===== config.mk =====
export PLATFORM = sky130hd
export DESIGN_NAME = register_file
export DESIGN_NICKNAME = d
export VERILOG_FILES = /design/src/rtl/regfile_pkg.sv /design/src/rtl/rf_cell.sv /design/src/rtl/register_file.sv
export SDC_FILE = /design/constraint.sdc
export NUM_CORES = 1
export LEC_CHECK = 0
export ABC_AREA = 0
export BUFFER_PORTS_ARGS = -buffer_cell sky130_fd_sc_hd__buf_2
export CELL_PAD_IN_SITES_DETAIL_PLACEMENT = 1
export CELL_PAD_IN_SITES_GLOBAL_PLACEMENT = 1
export CORE_UTILIZATION = 49
export CTS_BUF_LIST = sky130_fd_sc_hd__clkbuf_2 sky130_fd_sc_hd__clkbuf_4 sky130_fd_sc_hd__clkbuf_8
export CTS_CLUSTER_SIZE = 8
export DETAILED_ROUTE_END_ITERATION = 8
export PLACE_DENSITY = 0.95
export SLEW_MARGIN = 20
export SYNTH_ARGS = -nofsm -noshare
export SYNTH_HDL_FRONTEND = slang
export SYNTH_SLANG_ARGS = --single-unit
export TNS_END_PERCENT = 50

===== constraint.sdc =====
create_clock -name CLK -period 2.7 [get_ports CLK]
set_clock_uncertainty 0.1 [all_clocks]
set_input_delay 0.405 -clock CLK [delete_from_list [all_inputs] [get_ports CLK]]
set_output_delay 0.405 -clock CLK [all_outputs]
set_load 0.01 [all_outputs]

===== src/rtl/regfile_pkg.sv =====
// regfile_pkg: shared constants for the register file.
//   FS_*  : FunSel operation codes applied to every enabled register.
//   SEL_* : 3-bit read-select codes for O1Sel/O2Sel.
package regfile_pkg;

  localparam logic [1:0] FS_DEC  = 2'd0;
  localparam logic [1:0] FS_INC  = 2'd1;
  localparam logic [1:0] FS_LOAD = 2'd2;
  localparam logic [1:0] FS_CLR  = 2'd3;

  localparam logic [2:0] SEL_T1 = 3'b000;
  localparam logic [2:0] SEL_T2 = 3'b001;
  localparam logic [2:0] SEL_T3 = 3'b010;
  localparam logic [2:0] SEL_T4 = 3'b011;
  localparam logic [2:0] SEL_R1 = 3'b100;
  localparam logic [2:0] SEL_R2 = 3'b101;
  localparam logic [2:0] SEL_R3 = 3'b110;
  localparam logic [2:0] SEL_R4 = 3'b111;

endpackage


===== src/rtl/rf_cell.sv =====
// rf_cell: one N-bit register of the register file.
// Ports:
//   CLK    - clock, state updates on rising edge
//   RST    - asynchronous active-high reset, clears the register
//   E      - enable; register changes only when high
//   FunSel - operation (decrement, increment, load I, clear)
//   I      - load data
//   Q      - current register contents
//   Q_next - value the register takes at the next edge (0 while RST is high)
module rf_cell
  import regfile_pkg::*;
#(
  parameter int unsigned N = 8
) (
  input  logic         CLK,
  input  logic         RST,
  input  logic         E,
  input  logic [1:0]   FunSel,
  input  logic [N-1:0] I,
  output logic [N-1:0] Q,
  output logic [N-1:0] Q_next
);

  localparam logic [N-1:0] One = N'(1);

  logic [N-1:0] r_q;
  logic [N-1:0] w_next;

  always_comb begin
    w_next = r_q;
    if (E) begin
      unique case (FunSel)
        FS_DEC:  w_next = r_q - One;
        FS_INC:  w_next = r_q + One;
        FS_LOAD: w_next = I;
        FS_CLR:  w_next = '0;
        default: w_next = r_q;
      endcase
    end
  end

  always_ff @(posedge CLK or posedge RST) begin
    if (RST) begin
      r_q <= '0;
    end else begin
      r_q <= w_next;
    end
  end

  assign Q = r_q;
  // A pending write must not leak to the outputs while reset holds the cell at 0.
  assign Q_next = RST ? '0 : w_next;

endmodule


===== src/rtl/register_file.sv =====
// register_file: four general (R1-R4) and four temporary (T1-T4) N-bit registers
// sharing one load bus and one operation code, with two combinational read ports.
// Ports:
//   CLK, RST      - clock; asynchronous active-high reset clearing all registers
//   I             - load data for every register
//   FunSel        - 0 dec, 1 inc, 2 load I, 3 clear, applied to every enabled register
//   RSel          - enables, bit3 R1 .. bit0 R4
//   TSel          - enables, bit3 T1 .. bit0 T4
//   O1Sel, O2Sel  - read selects (000 T1 .. 011 T4, 100 R1 .. 111 R4)
//   O1, O2        - selected register contents
// Configuration: define REGFILE_BYPASS_EN to make the read ports show the value an
// enabled register is about to take (write-through); undefined, reads show stored
// contents only.
module register_file
  import regfile_pkg::*;
#(
  parameter int unsigned N = 8
) (
  input  logic         CLK,
  input  logic         RST,
  input  logic [N-1:0] I,
  input  logic [1:0]   FunSel,
  input  logic [3:0]   RSel,
  input  logic [3:0]   TSel,
  input  logic [2:0]   O1Sel,
  input  logic [2:0]   O2Sel,
  output logic [N-1:0] O1,
  output logic [N-1:0] O2
);

`ifdef REGFILE_BYPASS_EN
  localparam bit Bypass = 1'b1;
`else
  localparam bit Bypass = 1'b0;
`endif

  // Cell index equals its read-select code: 0..3 T1..T4, 4..7 R1..R4.
  logic [7:0]   w_en;
  logic [N-1:0] w_q    [8];
  logic [N-1:0] w_next [8];
  logic [N-1:0] w_rd   [8];

  assign w_en = {RSel[0], RSel[1], RSel[2], RSel[3], TSel[0], TSel[1], TSel[2], TSel[3]};

  for (genvar k = 0; k < 8; k++) begin : g_cell
    rf_cell #(
      .N(N)
    ) u_cell (
      .CLK   (CLK),
      .RST   (RST),
      .E     (w_en[k]),
      .FunSel(FunSel),
      .I     (I),
      .Q     (w_q[k]),
      .Q_next(w_next[k])
    );
    // Constant select: without bypass the output path sees register state only.
    assign w_rd[k] = Bypass ? w_next[k] : w_q[k];
  end

  always_comb begin
    O1 = w_rd[0];
    unique case (O1Sel)
      SEL_T1:  O1 = w_rd[0];
      SEL_T2:  O1 = w_rd[1];
      SEL_T3:  O1 = w_rd[2];
      SEL_T4:  O1 = w_rd[3];
      SEL_R1:  O1 = w_rd[4];
      SEL_R2:  O1 = w_rd[5];
      SEL_R3:  O1 = w_rd[6];
      SEL_R4:  O1 = w_rd[7];
      default: O1 = w_rd[0];
    endcase
  end

  always_comb begin
    O2 = w_rd[0];
    unique case (O2Sel)
      SEL_T1:  O2 = w_rd[0];
      SEL_T2:  O2 = w_rd[1];
      SEL_T3:  O2 = w_rd[2];
      SEL_T4:  O2 = w_rd[3];
      SEL_R1:  O2 = w_rd[4];
      SEL_R2:  O2 = w_rd[5];
      SEL_R3:  O2 = w_rd[6];
      SEL_R4:  O2 = w_rd[7];
      default: O2 = w_rd[0];
    endcase
  end

endmodule


[Word-level counts from Yosys, hierarchy flattened]
Cells that the tools add are included.
Storage, ports and cells
  bits in read-only memories: 0
  bits of input ports: 26
  flip-flop bits (word level): 64
  memories kept: 0
  output and inout bits: 16
  memory bits (writable): 0
  latch bits: 0
Operators by class
  reductions and logical operators: 3
  $lt $le $gt $ge: 0
  muxes and demuxes: 10
  add/subtract/negate cells: 16
  $mul: 0
  equal/unequal tests: 17
  bitwise logic cells: 0
  shift-type cells: 0
  divide/modulo/power cells: 0
Operators with widths (count)
  8-bit case mux with 4 select lines: 8
  8-bit case mux with 8 select lines: 2
  8-bit by 1-bit adder with 8-bit output, second input constant: 8
  8-bit by 1-bit subtractor with 8-bit output, second input constant: 8
  3-bit == test, second input constant: 8
  3-bit by 2-bit == test with 1-bit output, second input constant: 4
  3-bit by 1-bit == test with 1-bit output, second input constant: 2
  3-bit logical NOT: 2
  2-bit == test, second input constant: 2
  2-bit by 1-bit == test with 1-bit output, second input constant: 1
  2-bit logical NOT: 1

[Logic depth before layout (Yosys ltp)]
Gate-level depths: netlist (run 1).
  word-level depth: 2
  depth in mapped cells: 12

[By module]
From an unflattened synthesis (run 1), not the netlist that was laid out.
Second synthesis, totals
  cells, all modules: 915
  area, all modules: 7234.4 µm²
Modules (own cells, without submodules)
  rf_cell: area an instance 768.2 µm², cells an instance 95, instances 8
  register_file: area an instance 1088.5 µm², cells an instance 155, instances 1

[Worst setup path after synthesis (run 1)]
No wires, ideal clock.
  kind: in2reg
  start point: input port FunSel[1]
  end point: register g_cell[4].u_cell.r_q[6]
  cell stages on the path: 12
  path buffers: 2
  arrival time: 3646 ps
  slack: -1166 ps
  library setup time: 120 ps
  data required time: 2480 ps
  cell sequence: buf_2 -> inv_2 -> clkbuf_1 -> nand2_1 -> inv_1 -> fa_1 -> nor2b_1 -> o21ai_0 -> nand2b_1 -> a21boi_0 -> xnor2_1 -> a31o_2
Between the ends
  cells in the longest elaborated chain, start to end: 2
RTL lines
  from (decl): RTL line register_file.sv:22  | input logic [1:0] FunSel,
  2-bit == test (tied with other cells): RTL line rf_cell.sv:32  | unique case (FunSel)
  8-bit case mux with 4 select lines *: RTL line rf_cell.sv:32
  to (signal assigned): RTL line rf_cell.sv:46  | r_q <= w_next;
  to (decl): RTL line rf_cell.sv:26  | logic [N-1:0] r_q;
Every way passes the cells marked *; elsewhere a longest branch is shown, timed or not.
A chain may end at the register's enable or synchronous reset.

[Worst setup path in the final report (run 1)]
  start point: input port O2Sel[1]
  end point: output port O2[2]
Between the ends
  cells in the longest elaborated chain, start to end: 2
RTL lines
  from (decl): RTL line register_file.sv:26  | input logic [2:0] O2Sel,
  3-bit == test (tied with other cells): RTL line register_file.sv:78  | unique case (O2Sel)
  8-bit case mux with 8 select lines *: RTL line register_file.sv:78
  to (decl): RTL line register_file.sv:28  | output logic [N-1:0] O2
Marks and branches as above.

==> impl_summary.md, run 1 <==
Clock network
In this run, post-CTS hold repair placed 0 buffers. After clock tree synthesis, the clock-pin slew on the worst setup and hold paths is 70 ps. The clock drives 64 sinks.

The clock reaches the later pin of the worst-skew pair after 380 ps. In this run the clock root is driven by a sky130_fd_sc_hd__clkbuf_8. The clock passes through at most 2 buffers. The total number of H-tree levels is 3. The number of setup buffers added after CTS is 0. TritonCTS created 9 clock buffers. The number of resized instances in the post-cts repair step is 0. TritonCTS built the clock tree.

Timing
Setup repair after global routing left no endpoint under its margin. The smallest hold slack is 63.7 ps. The tightest slew margin relative to the limit is 0.257.

The shortest period the worst path allows is 2580 ps. The fraction of the cycle the final worst path needs is 0.955. Setup violations remaining at the end of the flow were counted as 0. For this run, the top clock speed supported by timing is 388 MHz. The total count of max-transition violations in the final report is 0. The post-layout worst setup margin is 123 ps. For the pin with the worst max-slew slack, the measured transition is 1110 ps.

The count of final hold-check violations is 0.

Power and ir drop
The leakage power is 2.72 nW. The worst-case IR drop observed on VDD is 0.000281 V. Power spread over the standard cell area amounts to 717 nW/um^2. The total power draw is 4.68 mW.

Yosys
Averaged over all synthesized cells, the footprint is 8.69 um^2. In this run the cell area of the synthesized design comes to 6020 um^2. Counting flops and latches in the post-synthesis netlist gives 64. The count of yosys warnings during synthesis is 0. The number of flops mapped to enable cells by yosys is 0.

The share of the Yosys chip area taken by registers is 0.266. Synthesis produced a netlist whose cell count is 692. The predominant post-synthesis flop cell is sky130_fd_sc_hd__dfrtp_1. The number of nets in the synthesized netlist is 775.

In the synthesized netlist the async set-or-reset flop fraction comes to 1.00. The distinct cell type count of the synthesized netlist is 56.

Status
The run finished with clean final reports.

Global routing
The number of global-route vias before repair is 6,310. Summed over all layers, the global routing overflow is 0. The pin count of the biggest net entering global routing is 52. The global-route usage over all layers is 0.355. The first global-routing pass estimated 34,400 um of wire. The initial antenna violation count is 0.

Floorplanning
The region available for standard cell placement spans 12,000 um^2. For this configuration, the core starts out at a cell density of 0.501. The die width is 113 um.

During I/O placement, the number of pins put on the boundary was 42. The die area is 12,700 um^2. The number of standard-cell rows in the floorplan is 40.

The die is 113 um tall.

Placement
Input and output buffers added on the ports amount to 41. Timing analysis after detailed placement gives a worst setup slack of -82.8 ps. The HPWL after detailed placement is 15,600 um. At the end of routability-driven placement, the weighted congestion stood at 1.01.

Final layout
Counting the fill cells in the layout gives 1,438. The multi-input combinational cell area is 4150 um^2. The number of flip-flops in the largest register is 64. The area of all sequential standard cells is 1600 um^2. The library cells used most frequently in the layout, excluding fill and tap cells, are sky130_fd_sc_hd__a21oi_1, sky130_fd_sc_hd__dfrtp_1, sky130_fd_sc_hd__o21ai_0, sky130_fd_sc_hd__ha_1, sky130_fd_sc_hd__buf_2. Of the cells placed in the final design, the portion with a size suffix greater than 1 is 0.140. The final layout contains 799 nets. Leaving out fill and tap cells, the most frequent cell in the layout is sky130_fd_sc_hd__a21oi_1. The relative area change from synthesis to final layout is 8.65%.

Critical path
Traced cell by cell, the critical path runs through buf_2 > buf_4 > nor2_1 > a22o_1 > a221oi_1 > nor2_1 > buf_2. The largest single stage delay on the critical path is 390 ps. The depth of the worst register-to-register path is 7.

At the worst endpoint, the arrival time is 2070 ps. For this design, the slowest cell found on the critical path is sky130_fd_sc_hd__buf_2. STA classifies the critical path endpoint as a primary output.

The category of the worst setup path launch point is a primary input. The highest net fanout along the worst path is 22. Together, buffers and inverters on the worst path number 3. The launch point of the worst reg-to-reg path is g_cell[1].u_cell.Q[1]$_DFFE_PP0P_. The worst-case register-to-register setup slack is 390 ps.

The classification of the worst setup path is primary input to primary output. The critical path required time is 2190 ps. Among cell families on the critical path, the largest total delay comes from buffers and inverters. In this run the critical register-to-register path is captured at g_cell[1].u_cell.Q[7]$_DFFE_PP0P_.

Routing
Wires add up to 21,500 um. The pre-antenna-repair detailed-routing pass consisted of 5 iterations. The number of nets with antenna violations after routing is 0. The residual DRC count is 0. The initial detailed-routing violation count is 560. The vias per cell is 6.90. The count of vias placed by the detailed router is 5,986. After detailed routing, the average wire length per cell comes to 24.9 um.

Worst hold path
The worst hold-check path type is primary input to async pin.

Job
The number of maximum-capacitance violations is 0.
[Yosys cell counts (7+ instances only)]
master	number	area, um^2
sky130_fd_sc_hd__inv_1	26	97.6
sky130_fd_sc_hd__mux2i_1	16	160
sky130_fd_sc_hd__nor2b_1	17	106
sky130_fd_sc_hd__mux2_2	10	113
sky130_fd_sc_hd__a22o_1	7	61.3
sky130_fd_sc_hd__a21o_1	11	82.6
sky130_fd_sc_hd__fa_1	8	160
sky130_fd_sc_hd__a221oi_1	9	78.8
sky130_fd_sc_hd__xnor2_1	24	210
sky130_fd_sc_hd__o21a_1	38	285
sky130_fd_sc_hd__o211ai_1	31	233
sky130_fd_sc_hd__buf_2	10	50.1
sky130_fd_sc_hd__o21bai_1	7	52.6
sky130_fd_sc_hd__nor2_1	38	143
sky130_fd_sc_hd__nor3b_1	8	60.1
sky130_fd_sc_hd__ha_1	49	613
sky130_fd_sc_hd__dfrtp_1	64	1600
sky130_fd_sc_hd__a22oi_1	9	67.6
sky130_fd_sc_hd__nand2_1	33	124
sky130_fd_sc_hd__nor3_1	12	60.1
sky130_fd_sc_hd__mux4_2	7	158
sky130_fd_sc_hd__clkbuf_1	31	116
sky130_fd_sc_hd__nand3_1	10	50.1
sky130_fd_sc_hd__nand2b_1	8	50.1
sky130_fd_sc_hd__a21oi_1	74	370
sky130_fd_sc_hd__o21ai_0	50	250
sky130_fd_sc_hd__a31oi_1	7	43.8
sky130_fd_sc_hd__xor2_1	11	96.3
[per-layer routing]
metal  vias to the layer above  track usage  share of wire
met4                         0        0.193          0.047
met2                       283        0.588           0.47
li1                       2638            -              -
met1                      2992        0.437           0.40
met3                        73       0.0712          0.078
met5                         -            0              0
[report_power, final]
| part | leakage [nW] | internal (mW) | switching, mW |
|---|---|---|---|
| Combinational | 1.87 | 1.08 | 1.29 |
| Sequential | 0.758 | 1.17 | 0.374 |
| Clock | 0.0896 | 0.378 | 0.388 |
[logic make-up after synthesis]
group / count (synthesis) / share of synthesized area
AOI/OAI and AO/OA: 290 / 0.319
and+or+nand+nor: 142 / 0.117
buffers and inverters: 71 / 0.0470
DFF: 64 / 0.266
adders and majority gates: 57 / 0.129
xor gates and xnor gates: 35 / 0.0510
muxes: 33 / 0.0715
[layout make-up]
| type | instances | share of cell area |
|---|---|---|
| timing repair buffer | 56 | 0.0505 |
| antenna | 1 | 0.000383 |
| inverter | 28 | 0.0161 |
| clock buffer | 13 | 0.0245 |
| multi-input combinational | 557 | 0.635 |
| clock inverter | 1 | 0.000766 |
| sequential | 64 | 0.245 |
| tap | 147 | 0.0281 |
[how the worst max path moves through the flow]
stage	start	to	cells past startpoint
2_1_floorplan	FunSel[1]	g_cell[1].u_cell.Q[7]$_DFFE_PP0P_	11
3_3_place_gp	FunSel[0]	g_cell[4].u_cell.Q[6]$_DFFE_PP0P_	10
3_5_place_dp	FunSel[1]	g_cell[3].u_cell.Q[7]$_DFFE_PP0P_	11
4_1_cts	O2Sel[1]	O2[2]	7
5_1_grt	O2Sel[1]	O2[2]	7
6_report	O2Sel[1]	O2[2]	7
[metrics by stage]
stage,util,area (um^2),std cells,TNS (ps)
final,0.544,6540,867,0
after global routing,0.544,6530,866,0
after CTS,0.544,6530,866,0
after detailed placement,0.530,6370,852,-202
after global placement,0.530,6370,852,0
after floorplan,-,6030,692,0
[worst reg2reg max path, stage by stage, from the launching register on]
cell and delay, ps:
sky130_fd_sc_hd__dfrtp_1 490, sky130_fd_sc_hd__ha_1 360, sky130_fd_sc_hd__a211oi_2 310, sky130_fd_sc_hd__nor3_1 100
sky130_fd_sc_hd__o21a_1 220, sky130_fd_sc_hd__o21a_1 190, sky130_fd_sc_hd__o2111ai_1 210, sky130_fd_sc_hd__nor3b_1 240
Note: power is estimated with default switching activity, not from simulation.
==> inputs of run 2 (changes only) <==
--- a/config.mk
+++ b/config.mk
@@ -14,6 +14,7 @@
 export CTS_CLUSTER_SIZE = 8
 export DETAILED_ROUTE_END_ITERATION = 8
 export PLACE_DENSITY = 0.95
+export SETUP_SLACK_MARGIN = 0.2
 export SLEW_MARGIN = 20
 export SYNTH_ARGS = -nofsm -noshare
 export SYNTH_HDL_FRONTEND = slang
==> run 2 against run 1 <==
Maximum frequency grew 2.4%. Utilization grew 0.95 points. Worst setup slack gained 59 ps. Via count grew 3.9%. Sequential share of layout area shrank 0.36 points. Critical path depth shrank 1. Clock-buffer cell count is the same. Register-to-register slack gained 60 ps. Sequential power is essentially flat. Non-clock buffer count grew 4. Combinational power grew 4%. Highest routed layer unchanged.
==> impl_summary.md, run 2 (synthesized netlist as in run 1, its figures left out) <==
Floorplanning
The core region is 12,000 um^2. The die width is 113 um. The total I/O pin count is 42.

In this run the vertical extent of the chip is 113 um. The die area is 12,700 um^2. The number of standard-cell rows in the floorplan is 40. For this configuration, the core starts out at a cell density of 0.501.

Clock network
TritonCTS built the clock tree. The CTS buffer count is 9. The maximum buffer depth of the clock tree is 2.

The clock tree root driver cell is sky130_fd_sc_hd__clkbuf_8. The insertion delay of the later-clocked pin in the worst-skew pair is 380 ps. The total number of H-tree levels is 3. The clock slew at the register clock pins of the worst setup and hold paths is 70 ps.

CTS saw 64 sinks.

Power and ir drop
The total power draw is 4.80 mW. The leakage power is 2.74 nW. Dividing total power by cell area gives a power density of 721 nW/um^2. The worst-case vdd ir drop is 0.000456 V.

Critical path
The critical path required time is 2190 ps. The highest net fanout along the worst path is 5. The category of the worst setup path launch point is a flop.

Data on the critical path arrives at its endpoint at 2010 ps. The endpoint kind of the worst setup timing path is a primary output. By startpoint and endpoint, the worst setup path is classified as flop to primary output. By instance count, the cell type seen most on the critical path is sky130_fd_sc_hd__a21oi_1. For this run, the slowest stage of the critical path takes 440 ps. The slowest stage of the critical path belongs to the cell sky130_fd_sc_hd__dfrtp_2. Walking the worst path, the cells encountered are nor3b_4 > a21oi_1 > o22ai_1 > o21ai_1 > a21oi_1 > buf_2.

Final layout
Leaving out fill and tap cells, the most frequent cells in the layout are sky130_fd_sc_hd__a21oi_1, sky130_fd_sc_hd__dfrtp_1, sky130_fd_sc_hd__o21ai_0, sky130_fd_sc_hd__ha_1, sky130_fd_sc_hd__buf_2. Leaving out fill and tap cells, the most frequent cell in the layout is sky130_fd_sc_hd__a21oi_1. At the end of the flow the core is filled with cells to 0.554. The total of fill cells in the finished design is 1,421.

The share of layout cells above drive strength 1 is 0.166. The relative area change from synthesis to final layout is 10.5%. The register with the most flip-flops in the layout has 64 of them. In the final layout, flip-flops and latches occupy 1610 um^2. The antenna diode instance count is 0. The number of non-filler instances in the completed layout is 870. The multi-input combinational cell area is 4230 um^2. The total number of nets in the final design is 803.

Timing
The tightest slew margin relative to the limit is 0.301. Of the available clock period, the critical path in the final layout requires 0.933. The count of final hold-check violations was 0.

The final-report setup violation count is 0. The setup TNS is 0 ps. The highest attainable clock frequency is 397 MHz.

The total count of max-transition violations in the final report is 0. At the pin with the least slew margin, the transition time is 1040 ps. The shortest period the worst path allows is 2520 ps. Setup repair after global routing could not meet its margin everywhere.

Global routing
Entering global routing, the biggest net connects 52 pins. The first global-routing pass estimated 36,000 um of wire. For this run, global-route usage on met1 was measured as 0.441. The initial antenna violation count is 0.

Global routing finished with a remaining overflow of 0. For met2 alone, demand over resource in global routing was 0.621. The number of global-route vias before repair came to 6,544.

met2 is the most crowded layer. The global-route usage over all layers is 0.377. The met3 usage in global routing is 0.0846.

Routing
The number of nets with antenna violations after routing is 0. The count of vias placed by the detailed router is 6,217. The wire length after detailed routing is 22,700 um. After the first detailed-routing iteration, the DRC count stood at 652. After detailed routing, the number of vias per cell comes to 7.15. Dividing the detail-routed wire length by the instance count gives 26.1 um.

In the routed design, unresolved DRC markers number 0. The first detailed-routing pass ran for 6 iterations.

Placement
The HPWL after detailed placement is 16,600 um. The count of port buffers added during placement is 41. The routability congestion estimate is 0.978. The number of instances in the placed design is 854.

Job
The tool flagged a number of max-cap violations equal to 0.

Status
The run finished with clean final reports.

Worst hold path
The worst hold path belongs to the class primary input to flop.
## run 2: layer usage
| metal | routed length (um) | vias up | share of wire |
|---|---|---|---|
| met4 | 1620 | 0 | 0.071 |
| met3 | 2040 | 129 | 0.090 |
| met5 | 0 | - | 0 |
| li1 | - | 2652 | - |
| met1 | 8230 | 3077 | 0.36 |
| met2 | 10800 | 359 | 0.48 |
## run 2: worst paths after layout
| check | start | to | slack (ps) | depth (start not counted) |
|---|---|---|---|---|
| min | I[7] | g_cell[3].u_cell.Q[7]$_DFFE_PP0P_ | 220 | 3 |
| min in group asynchronous | RST | g_cell[4].u_cell.Q[6]$_DFFE_PP0P_ | 510 | 3 |
| max | g_cell[3].u_cell.Q[1]$_DFFE_PP0P_ | O1[1] | 180 | 6 |
| max reg2reg | g_cell[6].u_cell.Q[1]$_DFFE_PP0P_ | g_cell[6].u_cell.Q[6]$_DFFE_PP0P_ | 450 | 8 |
| min reg2reg | g_cell[0].u_cell.Q[2]$_DFFE_PP0P_ | g_cell[0].u_cell.Q[2]$_DFFE_PP0P_ | 460 | 1 |
| max in group asynchronous | RST | g_cell[3].u_cell.Q[1]$_DFFE_PP0P_ | 1240 | 4 |
## run 2: repair_timing
action	CTS	global route
endpoints found under the hold margin	20	0
pin swaps	0	3
resized for setup	5	8
hold buffers	1	0
setup buffers	0	1
setup endpoints to repair	2	11
## run 2: critical path: cells and delay by family (launching register included)
family,cells,cell delay [ps]
compound gates,4,710
flops,1,440
simple gates,1,290
buf+inv,1,180
## run 2: area by class of cell
class                      instances  area share
multi-input combinational        557       0.636
sequential                        64       0.241
timing repair buffer              60      0.0534
tap                              147      0.0277
clock buffer                      13      0.0241
inverter                          28      0.0169
clock inverter                     1    0.000753
## run 2: power breakdown
part / switching (mW) / internal (mW)
Combinational: 1.35 / 1.12
Sequential: 0.391 / 1.17
Clock: 0.391 / 0.378
## run 2: through the flow
step           cell area [um^2]  hold slack, ps  setup slack (ps)
2_1_floorplan              6130             387               184
3_3_place_gp               6430             371               118
3_5_place_dp               6430             372             -25.9
4_1_cts                    6620             217               200
5_1_grt                    6650             218               113
6_report                   6650             216               182
